**config.mk**
```make
export PLATFORM = sky130hd
export DESIGN_NAME = key_debouncer
export DESIGN_NICKNAME = d
export VERILOG_FILES = /design/src/rtl/key_pkg.sv /design/src/rtl/key_debounce_cell.sv /design/src/rtl/key_debouncer.sv
export SDC_FILE = /design/constraint.sdc
export NUM_CORES = 1
export LEC_CHECK = 0
export ABC_CLOCK_PERIOD_IN_PS = 1950
export BUFFER_PORTS_ARGS = -buffer_cell sky130_fd_sc_hd__buf_2
export CORE_MARGIN = 5
export CORE_UTILIZATION = 55
export DETAILED_ROUTE_END_ITERATION = 10
export PLACE_DENSITY = 0.85
export SYNTH_ARGS = -nofsm -noshare
export SYNTH_HDL_FRONTEND = slang
export SYNTH_SLANG_ARGS = --single-unit
```
**constraint.sdc**
```tcl
create_clock -name clk -period 1.95 [get_ports clk]
set_input_delay 0.195 -clock clk [delete_from_list [all_inputs] [get_ports clk]]
set_output_delay 0.195 -clock clk [all_outputs]
set_load 0.005 [all_outputs]
```
**src/rtl/key_pkg.sv**
```systemverilog
// ---------------------------------------------------------------------------
// key_pkg
// Shared constants for the push-button conditioning path.
//   KEY_NKEYS            default number of key inputs
//   KEY_RELEASED/PRESSED active-low key levels
//   KEY_DEBOUNCE_CYCLES  default stable-cycle requirement (10 ms @ 50 MHz)
//   KEY_CNT_BITS         default stability counter width
// ---------------------------------------------------------------------------
package key_pkg;

  localparam int KEY_NKEYS           = 4;
  localparam logic KEY_RELEASED      = 1'b1;
  localparam logic KEY_PRESSED       = 1'b0;
  localparam int KEY_DEBOUNCE_CYCLES = 500000;
  localparam int KEY_CNT_BITS        = 20;

endpackage

```
**src/rtl/key_debounce_cell.sv**
```systemverilog
// ---------------------------------------------------------------------------
// key_debounce_cell
// One key: two-flop synchroniser, stability counter and debounced level flop.
// Parameters:
//   DEBOUNCE_CYCLES  consecutive differing samples needed to commit (>= 2)
//   CNT_BITS         counter width, 2**CNT_BITS > DEBOUNCE_CYCLES
// Ports:
//   clk     system clock
//   init    synchronous active-high reset
//   raw     asynchronous active-low button pin
//   stable  debounced active-low level (registered)
//   commit  one-cycle pulse in the cycle stable takes a new value (registered)
// ---------------------------------------------------------------------------
module key_debounce_cell
  import key_pkg::*;
#(
  parameter int DEBOUNCE_CYCLES = KEY_DEBOUNCE_CYCLES,
  parameter int CNT_BITS        = KEY_CNT_BITS
) (
  input  logic clk,
  input  logic init,
  input  logic raw,
  output logic stable,
  output logic commit
);

  localparam logic [CNT_BITS-1:0] CNT_LAST = CNT_BITS'(DEBOUNCE_CYCLES - 1);

  logic                sync0_reg;
  logic                sync1_reg;
  logic                stable_reg;
  logic                commit_reg;
  logic [CNT_BITS-1:0] cnt_reg;

  always_ff @(posedge clk) begin
    if (init) begin
      sync0_reg  <= KEY_RELEASED;
      sync1_reg  <= KEY_RELEASED;
      stable_reg <= KEY_RELEASED;
      commit_reg <= 1'b0;
      cnt_reg    <= '0;
    end else begin
      sync0_reg  <= raw;
      sync1_reg  <= sync0_reg;
      commit_reg <= 1'b0;
      if (sync1_reg == stable_reg) begin
        // Any sample matching the current level restarts the count.
        cnt_reg <= '0;
      end else if (cnt_reg >= CNT_LAST) begin
        // This is the DEBOUNCE_CYCLES-th consecutive differing sample.
        stable_reg <= sync1_reg;
        commit_reg <= 1'b1;
        cnt_reg    <= '0;
      end else begin
        cnt_reg <= cnt_reg + 1'b1;
      end
    end
  end

  assign stable = stable_reg;
  assign commit = commit_reg;

endmodule

```
**src/rtl/key_debouncer.sv**
```systemverilog
// ---------------------------------------------------------------------------
// key_debouncer
// Conditions raw active-low push buttons for the memory-mapped key device.
// Each key runs through its own key_debounce_cell; keys are independent.
// Optional build macro: KEY_EDGE_EN adds press_pulse / release_pulse.
// Ports:
//   clk            system clock
//   init           synchronous active-high reset
//   keys_raw       asynchronous active-low button pins
//   keys_out       debounced active-low key levels
//   changed        one-cycle pulse when any keys_out bit updates
//   press_pulse    (KEY_EDGE_EN) per-key pulse on keys_out 1->0
//   release_pulse  (KEY_EDGE_EN) per-key pulse on keys_out 0->1
// ---------------------------------------------------------------------------
module key_debouncer
  import key_pkg::*;
#(
  parameter int NKEYS           = KEY_NKEYS,
  parameter int DEBOUNCE_CYCLES = KEY_DEBOUNCE_CYCLES,
  parameter int CNT_BITS        = KEY_CNT_BITS
) (
  input  logic             clk,
  input  logic             init,
  input  logic [NKEYS-1:0] keys_raw,
  output logic [NKEYS-1:0] keys_out,
`ifdef KEY_EDGE_EN
  output logic [NKEYS-1:0] press_pulse,
  output logic [NKEYS-1:0] release_pulse,
`endif
  output logic             changed
);

  logic [NKEYS-1:0] commit_vec;

  generate
    for (genvar gi = 0; gi < NKEYS; gi++) begin : g_cell
      key_debounce_cell #(
        .DEBOUNCE_CYCLES(DEBOUNCE_CYCLES),
        .CNT_BITS       (CNT_BITS)
      ) u_cell (
        .clk   (clk),
        .init  (init),
        .raw   (keys_raw[gi]),
        .stable(keys_out[gi]),
        .commit(commit_vec[gi])
      );
    end
  endgenerate

  // commit bits are flops updated together with keys_out, so the OR is
  // a single pulse aligned with the update even when several keys commit.
  assign changed = |commit_vec;

`ifdef KEY_EDGE_EN
  // The new level tells the direction of each committed change.
  generate
    for (genvar gi = 0; gi < NKEYS; gi++) begin : g_edge
      assign press_pulse[gi]   = commit_vec[gi] & (keys_out[gi] == KEY_PRESSED);
      assign release_pulse[gi] = commit_vec[gi] & (keys_out[gi] == KEY_RELEASED);
    end
  endgenerate
`endif

endmodule

```
==> out/results.ini, run 1 <==
[pwr]
ir_drop_mv=0.466
cellPowerDensity_mw_per_mm2=749
p_leak_uw=0.00146

[grt]
antenna_found_initial=0
grt_max_degree=25
grt-ovfl-total=0
grt_pass1_wl_mm=13.8
grt_pass1_vias=3206
grt_util_all_layers_pct=17.3

[synthesis]
synth_xor_area_share_pct=12.2
synth_edf_count=0
synth.distinct_cells=37
synth.area.mux_share_pct=0.965
synth_top_cell_area_share_pct=46.3
yosys.area_share.simple_pct=28.7
syn-instance-count=467
yosysTopAreaCell=dfxtp_1
ys_seq_area_share_pct=46.3
synthAdderAreaFrac_pct=1.21
synth_top_family_by_area=simple AND/OR/NAND/NOR gates
avgSynthCellArea_sq_um=8.88
ys_top_cells_by_area=dfxtp_1 (46%), xnor2_1 (8.2%), nor2_1 (7.3%)
ys_ff_latch=96
ys.flop_type=dfxtp_1
syn_area_sq_mm=0.00415
synth_compound_area_share_pct=6.55
async_flop_share_pct=0
yosys_warnings=0

[sta]
fin_crit_ns=1.88
finalWorstSetupSlack_ns=0.0679
period_share_pct=96.5
whs_ns=0.0148
rsz0062_at_grt=no
slew_headroom_pct=64.3
tightest_slew_ns=0.531
finalHoldViolCount=0
setup_viol=0
max_freq_ghz=0.531
clock_skew_ns=0.00553
fin_setup_tns_ns=0
finalMaxSlewViolations=0

[drt]
ant_nets=0
drc=0
routedWlPerCell_um=13.0
vias_per_cell=5.55
routed_wl_mm=7.72
drtIter0Drc=133
drt-pass1-iter-count=4
num_vias=3293

[finish]
largest_reg_flops=80
final_common_cell=dfxtp_1
layout-drive-gt1-share_pct=13.6
multiInputGateArea_sq_mm=0.00207
fillCellCount=627
diodes=0
fin_util_pct=63.5
regArea_sq_mm=0.00192
final_cell_mix=dfxtp_1 (96), nor2_1 (81), xnor2_1 (39)
areaGrowthSynthToFinish_pct=11.6
nets=500

[die]
start_util_pct=56.9
pin_count=11
die_w_um=96.8
row_count=31
fp.dieH_um=96.8
fp.dieArea_sq_mm=0.00938
core_sq_mm=0.00729

[place]
dpl.hpwl_mm=5.41
globalplace.congestion=0.829
io_buffers=10
place_ws_ns=0.0957

[setup_path]
cp_max_fo=19
cpPeakStageDelay_ns=0.62
critPathBufInv=1
critPathLaunch=g_cell[1].u_cell.cnt_reg[13]
cp_num_cells=5
cp.required_ns=2.20
crit_path_end_kind=register
critPathCapture=g_cell[1].u_cell.cnt_reg[16]
reg2reg_depth=5
crit_slowest_cell=or4b_2
criticalPathCategory=reg -> reg
reg2reg_slack_ns=0.07
crit_path_start_kind=register
crit_arrival_ns=2.13
r2r-start=g_cell[1].u_cell.cnt_reg[13]
cp_cell_sequence=or4b_2 -> nor3_1 -> a2111o_1 -> buf_12 -> a21oi_1
regToRegEndpoint=g_cell[1].u_cell.cnt_reg[16]
critical_path.top_delay_family=simple AND/OR/NAND/NOR gates

[clocking]
cts.path.max_buffers=2
clock_latency_ns=0.36
numCtsBuffers=9
post_cts.repair.setup_buffers=0
htree_levels=3
clk_pin_slew_ns=0.09
cts-resized-gates=0
root_buffer=clkbuf_8
tritoncts=yes
cts.sinks=96
hold_buffers=0

[hold_path]
holdCritPathClass=in -> reg

[job]
drv_cap=0

[status]
status=complete, no violations

-- power by group --
group / total (uW) / switching, uW / internal (uW)
logic: 67.6 / 35.4 / 32.3
registers: 1990 / 9.56 / 1980
clock network: 1410 / 662 / 750
total: 3470 / 707 / 2760
-- per-layer routing --
metal	routed length [um]	global-route usage, %	vias up
met4	228	8.86	0
met2	3830	30.6	63
met3	200	2.45	24
met5	0	0	-
li1	-	-	1674
met1	3460	20.2	1532
-- how the worst min path moves through the flow --
| stage | startpoint | endpoint | slack (ns) | cells past startpoint |
|---|---|---|---|---|
| CTS | keys_raw[1] | g_cell[1].u_cell.sync0_reg | 0.005 | 2 |
| global placement | keys_raw[3] | g_cell[3].u_cell.sync0_reg | 0.38 | 2 |
| detailed placement | keys_raw[3] | g_cell[3].u_cell.sync0_reg | 0.38 | 2 |
| global route | keys_raw[3] | g_cell[3].u_cell.sync0_reg | 0.005 | 2 |
| finish | keys_raw[1] | g_cell[1].u_cell.sync0_reg | 0.01 | 2 |
| floorplan | keys_raw[0] | g_cell[0].u_cell.sync0_reg | 0.30 | 1 |
-- kinds of logic (layout without fill, tap and decap cells) --
group           Yosys count  count (layout)
flops                    96              96
buf+inv                  33              57
other cells               1               4
xor+xnor                 58              58
fa+ha+maj                 4               4
simple gates            230             230
compound gates           41              41
mux                       4               4
-- cells in the mapped netlist (2+ instances only) --
cell      instances
or4_4             2
xnor2_1          39
nand3_1          23
inv_1            13
o21bai_1          4
clkbuf_1          8
or4b_2            4
or3_2             2
buf_2             2
a21oi_1          18
buf_4            10
mux2i_1           4
xor2_1           19
nor3_1           27
o21ai_0           6
nand4_1          27
nor2_1           81
a41oi_1           2
dfxtp_1          96
ha_1              4
and4_1            6
a2111o_1          4
nor4_1           16
or2_2             9
and3_1            4
or3_1             7
nand2_1          18
a31o_2            3
-- cell type report --
cell class	instances	share of cell area (%)
Clock buffer	10	2.97
Inverter	13	1.05
Clock inverter	5	1.76
Tap cell	99	2.68
Timing Repair Buffer	29	5.24
Multi-Input combinational cell	341	44.8
Sequential cell	96	41.5
-- worst register-to-register path: cells and delay by family, from the launching register on --
kind | cells | cell delay, ns
flip-flops | 1 | 0.44
buffers and inverters | 1 | 0.16
AO/OA/AOI/OAI | 2 | 0.30
AND/OR/NAND/NOR | 2 | 0.88
-- through the flow --
| step | instance area, sq um | total power [uW] | cells |
|---|---|---|---|
| global route | 4630 | 3610 | 593 |
| global placement | 4410 | 2100 | 578 |
| detailed placement | 4410 | 2100 | 578 |
| floorplan | 4160 | 2080 | 470 |
| finish | 4630 | 3470 | 593 |
| CTS | 4630 | 3490 | 593 |
Power figures use the tool's default switching activity.
==> inputs of run 2 (changes only) <==
Settings changed: CELL_PAD_IN_SITES_DETAIL_PLACEMENT set to 1, CELL_PAD_IN_SITES_GLOBAL_PLACEMENT set to 2, CORE_UTILIZATION 55 to 35, PLACE_DENSITY 0.85 to 0.86.
==> out/results.ini, run 2 (synthesis gave the netlist of run 1 again) <==
[status]
status=complete, no violations

[place]
io_buffers=10  ; unchanged
dpl.hpwl_mm=6.48  ; +20%
globalplace.congestion=0.782  ; -5.7%
place_ws_ns=0.106  ; +0.00981 ns

[grt]
grt_pass1_wl_mm=15.9  ; +16%
antenna_found_initial=0  ; unchanged
grt_util_all_layers_pct=13.5  ; -3.7 points
grt_pass1_vias=3481  ; +8.6%
grt-ovfl-total=0  ; unchanged
grt_max_degree=25  ; unchanged

[setup_path]
crit_path_end_kind=register
cpPeakStageDelay_ns=0.56  ; -0.06 ns
crit_arrival_ns=2.13  ; about the same
cp_max_fo=6  ; -13
crit_slowest_cell=or4_4
criticalPathCategory=reg -> reg
crit_path_start_kind=register
cp_cell_sequence=nand4_4 -> or4_4 -> or4_4 -> a21oi_2
critPathBufInv=0  ; -1
cp.required_ns=2.23  ; +0.03 ns
r2r-start=g_cell[3].u_cell.cnt_reg[5]
critical_path.top_delay_family=simple AND/OR/NAND/NOR gates
critPathLaunch=g_cell[3].u_cell.cnt_reg[5]
cpMostUsedCell=or4_4

[finish]
layout-drive-gt1-share_pct=14.8  ; +1.2 points
areaGrowthSynthToFinish_pct=15.7
fillCellCount=1349  ; +120%
diodes=0  ; unchanged
largest_reg_flops=80  ; unchanged
final_common_cell=dfxtp_1
fin_util_pct=41.7  ; -22 points
final_cell_mix=dfxtp_1 (96), nor2_1 (81), xnor2_1 (39)
nets=505  ; +1.0%

[die]
fp.dieH_um=119  ; +23%
row_count=39  ; +26%
pin_count=11  ; unchanged
start_util_pct=36.0  ; -21 points
core_sq_mm=0.0115  ; +58%
fp.dieArea_sq_mm=0.0141  ; +51%
die_w_um=119  ; +23%

[sta]
finalWorstSetupSlack_ns=0.101  ; +0.0330 ns
period_share_pct=94.8  ; -1.7 points
fin_setup_tns_ns=0  ; unchanged
setup_viol=0  ; unchanged
max_freq_ghz=0.541  ; +1.8%
finalMaxSlewViolations=0  ; unchanged
clock_skew_ns=0.00405  ; -0.00148 ns
finalHoldViolCount=0  ; unchanged
rsz0062_at_grt=no
fin_crit_ns=1.85  ; -0.0330 ns

[clocking]
htree_levels=3  ; unchanged
post_cts.repair.setup_buffers=0  ; unchanged
cts.sinks=96  ; unchanged
clock_latency_ns=0.34  ; -0.02 ns
root_buffer=clkbuf_16
numCtsBuffers=9  ; unchanged
tritoncts=yes
clk_pin_slew_ns=0.06  ; -0.03 ns
cts.path.max_buffers=2  ; unchanged

[drt]
num_vias=3300  ; +0.21%
drt-pass1-iter-count=4  ; unchanged
ant_nets=0  ; unchanged
drc=0  ; unchanged
routed_wl_mm=8.99  ; +17%
vias_per_cell=5.13  ; -7.6%
drtIter0Drc=71  ; -47%
routedWlPerCell_um=14.0  ; +7.5%

[hold_path]
hp-start=keys_raw[3]
holdCritPathClass=in -> reg

[pwr]
cellPowerDensity_mw_per_mm2=780  ; +4.1%
ir_drop_mv=0.430  ; -7.8%
p_leak_uw=0.00152  ; +4.1%

[job]
drv_cap=0  ; unchanged

[run 2: worst reg2reg max path, delay by kind of cell (launching register included)]
family,cells,cell delay [ns]
AOI/OAI and AO/OA,1,0.13
DFF,1,0.47
and+or+nand+nor,3,1.19
[run 2: area by class of cell]
class,count,area [sq um],share of cell area [%]
tap,143,179,3.73
clock buffer,13,270,5.63
multi-input combinational,341,2080,43.4
sequential,96,1920,40.1
inverter,13,48.8,1.02
timing repair buffer,34,280,5.84
clock inverter,3,15.0,0.313
[run 2: repair_timing]
action                                 CTS  global route
hold buffers                             0             0
gates resized for setup                  0             2
endpoints found under the hold margin    0             0
setup endpoints to repair                0            29
[run 2: where the power goes]
group	internal [uW]	switching, uW	leakage, uW	total [uW]
clock	963	717	0.000145	1680
sequential	1980	10.2	0.000777	1990
combinational	32.4	38.7	0.000599	71.1
[run 2: stage by stage]
| step | hold slack, ns | instances | instance area [sq um] | power [uW] |
|---|---|---|---|---|
| after detailed placement | 0.382 | 627 | 4500 | 2110 |
| after global routing | 0.0302 | 643 | 4800 | 3910 |
| after floorplan | 0.299 | 470 | 4160 | 2080 |
| after global placement | 0.380 | 627 | 4500 | 2100 |
| final | 0.0344 | 643 | 4800 | 3740 |
| after CTS | 0.0218 | 643 | 4790 | 3810 |
[run 2: final timing paths]
kind / to / slack (ns) / cells after the start
setup / recovery: g_cell[3].u_cell.cnt_reg[17] / 0.10 / 4
hold / removal: g_cell[3].u_cell.sync0_reg / 0.03 / 2
setup reg to reg: g_cell[3].u_cell.cnt_reg[17] / 0.10 / 4
hold reg to reg: g_cell[2].u_cell.sync1_reg / 0.41 / 1
[run 2: routing by layer]
layer | wire, um | GRT usage (%)
met1 | 4140 | 16.3
met2 | 4490 | 23.8
met3 | 180 | 2.27
met4 | 178 | 5.94
met5 | 0 | 0
==> inputs of run 3 (changes only) <==
Settings changed: ABC_CLOCK_PERIOD_IN_PS 1950 to 1660.
Clock period 1.95 ns to 1.66 ns, I/O delays scaled along.
==> out/results.ini, run 3 (synthesis gave the netlist of run 1 again) <==
[status]
status=complete, but fails checks
violations=setup timing

[grt]
grt_pass1_wl_mm=17.6  ; +10%
met3_usage_pct=2.61  ; +0.33 points
grt_max_degree=25  ; unchanged
grtUsageMet2_pct=27.1  ; +3.3 points
met1_usage_pct=17.2  ; +0.95 points
busiest_layer=met2
grt_util_all_layers_pct=15.0  ; +1.5 points
grt_pass1_vias=3802  ; +9.2%
antenna_found_initial=0  ; unchanged
grt-ovfl-total=0  ; unchanged

[setup_path]
regToRegEndpoint=g_cell[3].u_cell.cnt_reg[10]
cp.required_ns=1.93  ; -0.30 ns
r2r-start=g_cell[3].u_cell.cnt_reg[11]
criticalPathCategory=reg -> reg
crit_path_end_kind=register
crit_path_start_kind=register
reg2reg_slack_ns=-0.003  ; -0.10 ns
crit_arrival_ns=1.93  ; -0.20 ns
cp_max_fo=10  ; +4
reg2reg_depth=6  ; +2

[hold_path]
hold_path_depth=2  ; unchanged
min_to=g_cell[0].u_cell.sync0_reg
holdCritPathClass=in -> reg
hp-start=keys_raw[0]

[finish]
layout-drive-gt1-share_pct=28.6  ; +14 points
multiInputGateArea_sq_mm=0.00225  ; +8.2%
fillCellCount=1354  ; +0.37%
diodes=0  ; unchanged
areaGrowthSynthToFinish_pct=30.3
nets=554  ; +9.7%
largest_reg_flops=80  ; unchanged
final_common_cell=dfxtp_1
final_cell_mix=dfxtp_1 (82), nor2_1 (77), buf_4 (65)
design_area_sq_mm=0.00541  ; +13%
regArea_sq_mm=0.00195  ; +1.3%

[place]
globalplace.congestion=0.762  ; -2.6%
placed_area_sq_mm=0.00483  ; +7.3%
io_buffers=10  ; unchanged
dpl.hpwl_mm=7.12  ; +9.9%

[clocking]
numCtsBuffers=9  ; unchanged
cts.sinks=96  ; unchanged
htree_levels=3  ; unchanged
clock_latency_ns=0.34  ; about the same
root_buffer=clkbuf_16
cts.path.max_buffers=2  ; unchanged
tritoncts=yes
clk_pin_slew_ns=0.07  ; about the same

[drt]
num_vias=3512  ; +6.4%
drc=0  ; unchanged
vias_per_cell=5.08  ; -1.1%
routedWlPerCell_um=14.8  ; +5.7%
drtIter0Drc=88  ; +24%
routed_wl_mm=10.2  ; +14%
drt-pass1-iter-count=4  ; unchanged
ant_nets=0  ; unchanged

[sta]
clock_skew_ns=0.00430  ; +0.000253 ns
setup_viol=1  ; +1
fin_setup_tns_ns=-0.00253  ; -0.00253 ns
finalHoldViolCount=0  ; unchanged
rsz0062_at_grt=yes
finalWorstSetupSlack_ns=-0.00253  ; -0.103 ns
period_share_pct=100  ; +5.3 points
whs_ns=0.0122  ; -0.0222 ns
finalMaxSlewViolations=0  ; unchanged
max_freq_ghz=0.601  ; +11%
fin_crit_ns=1.66  ; -0.187 ns

[pwr]
ir_drop_mv=0.458  ; +6.5%
p_leak_uw=0.00190  ; +25%
cellPowerDensity_mw_per_mm2=882  ; +13%

[die]
row_count=39  ; unchanged
pin_count=11  ; unchanged
fp.dieH_um=119  ; unchanged
fp.dieArea_sq_mm=0.0141  ; unchanged
die_w_um=119  ; unchanged
start_util_pct=36.0  ; unchanged
core_sq_mm=0.0115  ; unchanged

[job]
drv_cap=0  ; unchanged

[run 3: what timing repair did]
action	in CTS	in global routing
hold endpoints to repair	2	0
hold buffers	2	0
resized for setup	15	29
setup buffers	1	5
setup endpoints to repair	10	66
pin swaps	9	8
[run 3: cell type report]
class | instances | area share [%]
multi-input combinational | 341 | 41.7
sequential | 96 | 36.0
timing repair buffer | 83 | 11.9
clock buffer | 9 | 4.17
tap | 143 | 3.31
clock inverter | 7 | 2.04
inverter | 13 | 0.903
[run 3: how the worst max path moves through the flow]
stage,startpoint,end,slack [ns],depth (start not counted)
CTS,g_cell[3].u_cell.cnt_reg[6],g_cell[3].u_cell.cnt_reg[17],-0.007,4
detailed placement,g_cell[3].u_cell.cnt_reg[0],g_cell[3].u_cell.cnt_reg[18],-0.08,7
finish,g_cell[3].u_cell.cnt_reg[11],g_cell[3].u_cell.cnt_reg[10],-0.003,6
global placement,g_cell[3].u_cell.cnt_reg[6],g_cell[3].u_cell.cnt_reg[17],-0.02,4
floorplan,g_cell[3].u_cell.cnt_reg[5],g_cell[3].u_cell.cnt_reg[17],-0.07,4
global route,g_cell[2].u_cell.cnt_reg[1],g_cell[2].u_cell.cnt_reg[16],-0.08,7
[run 3: report_power, final]
group	internal, uW	switching [uW]	leakage, uW	total [uW]
clock network	1460	885	0.000169	2350
logic	42.1	47.4	0.000950	89.6
registers	2320	12.0	0.000785	2330
total	3820	945	0.00190	4770
[run 3: layer usage]
metal	wire [um]	up-vias	part of all wire [%]
li1	-	1777	-
met1	4390	1693	43
met2	5460	25	53
met3	154	17	1.5
met4	216	0	2.1
met5	0	-	0
[run 3: worst max-delay path, stage by stage (launching register included)]
cell and delay, ns:
dfxtp_4 0.37, nor4_4 0.26, buf_4 0.16, nor3_4 0.04
a2111o_1 0.46, buf_6 0.17, nor2_2 0.13
[run 3: metrics by stage]
step	cells	util (%)	power, uW	setup WS, ns
after floorplan	470	-	2450	-0.0723
after global placement	668	41.9	2470	-0.0194
after detailed placement	668	41.9	2470	-0.0823
after CTS	687	45.7	4820	-0.00722
after global routing	692	46.9	4940	-0.0776
final	692	46.9	4770	-0.00253
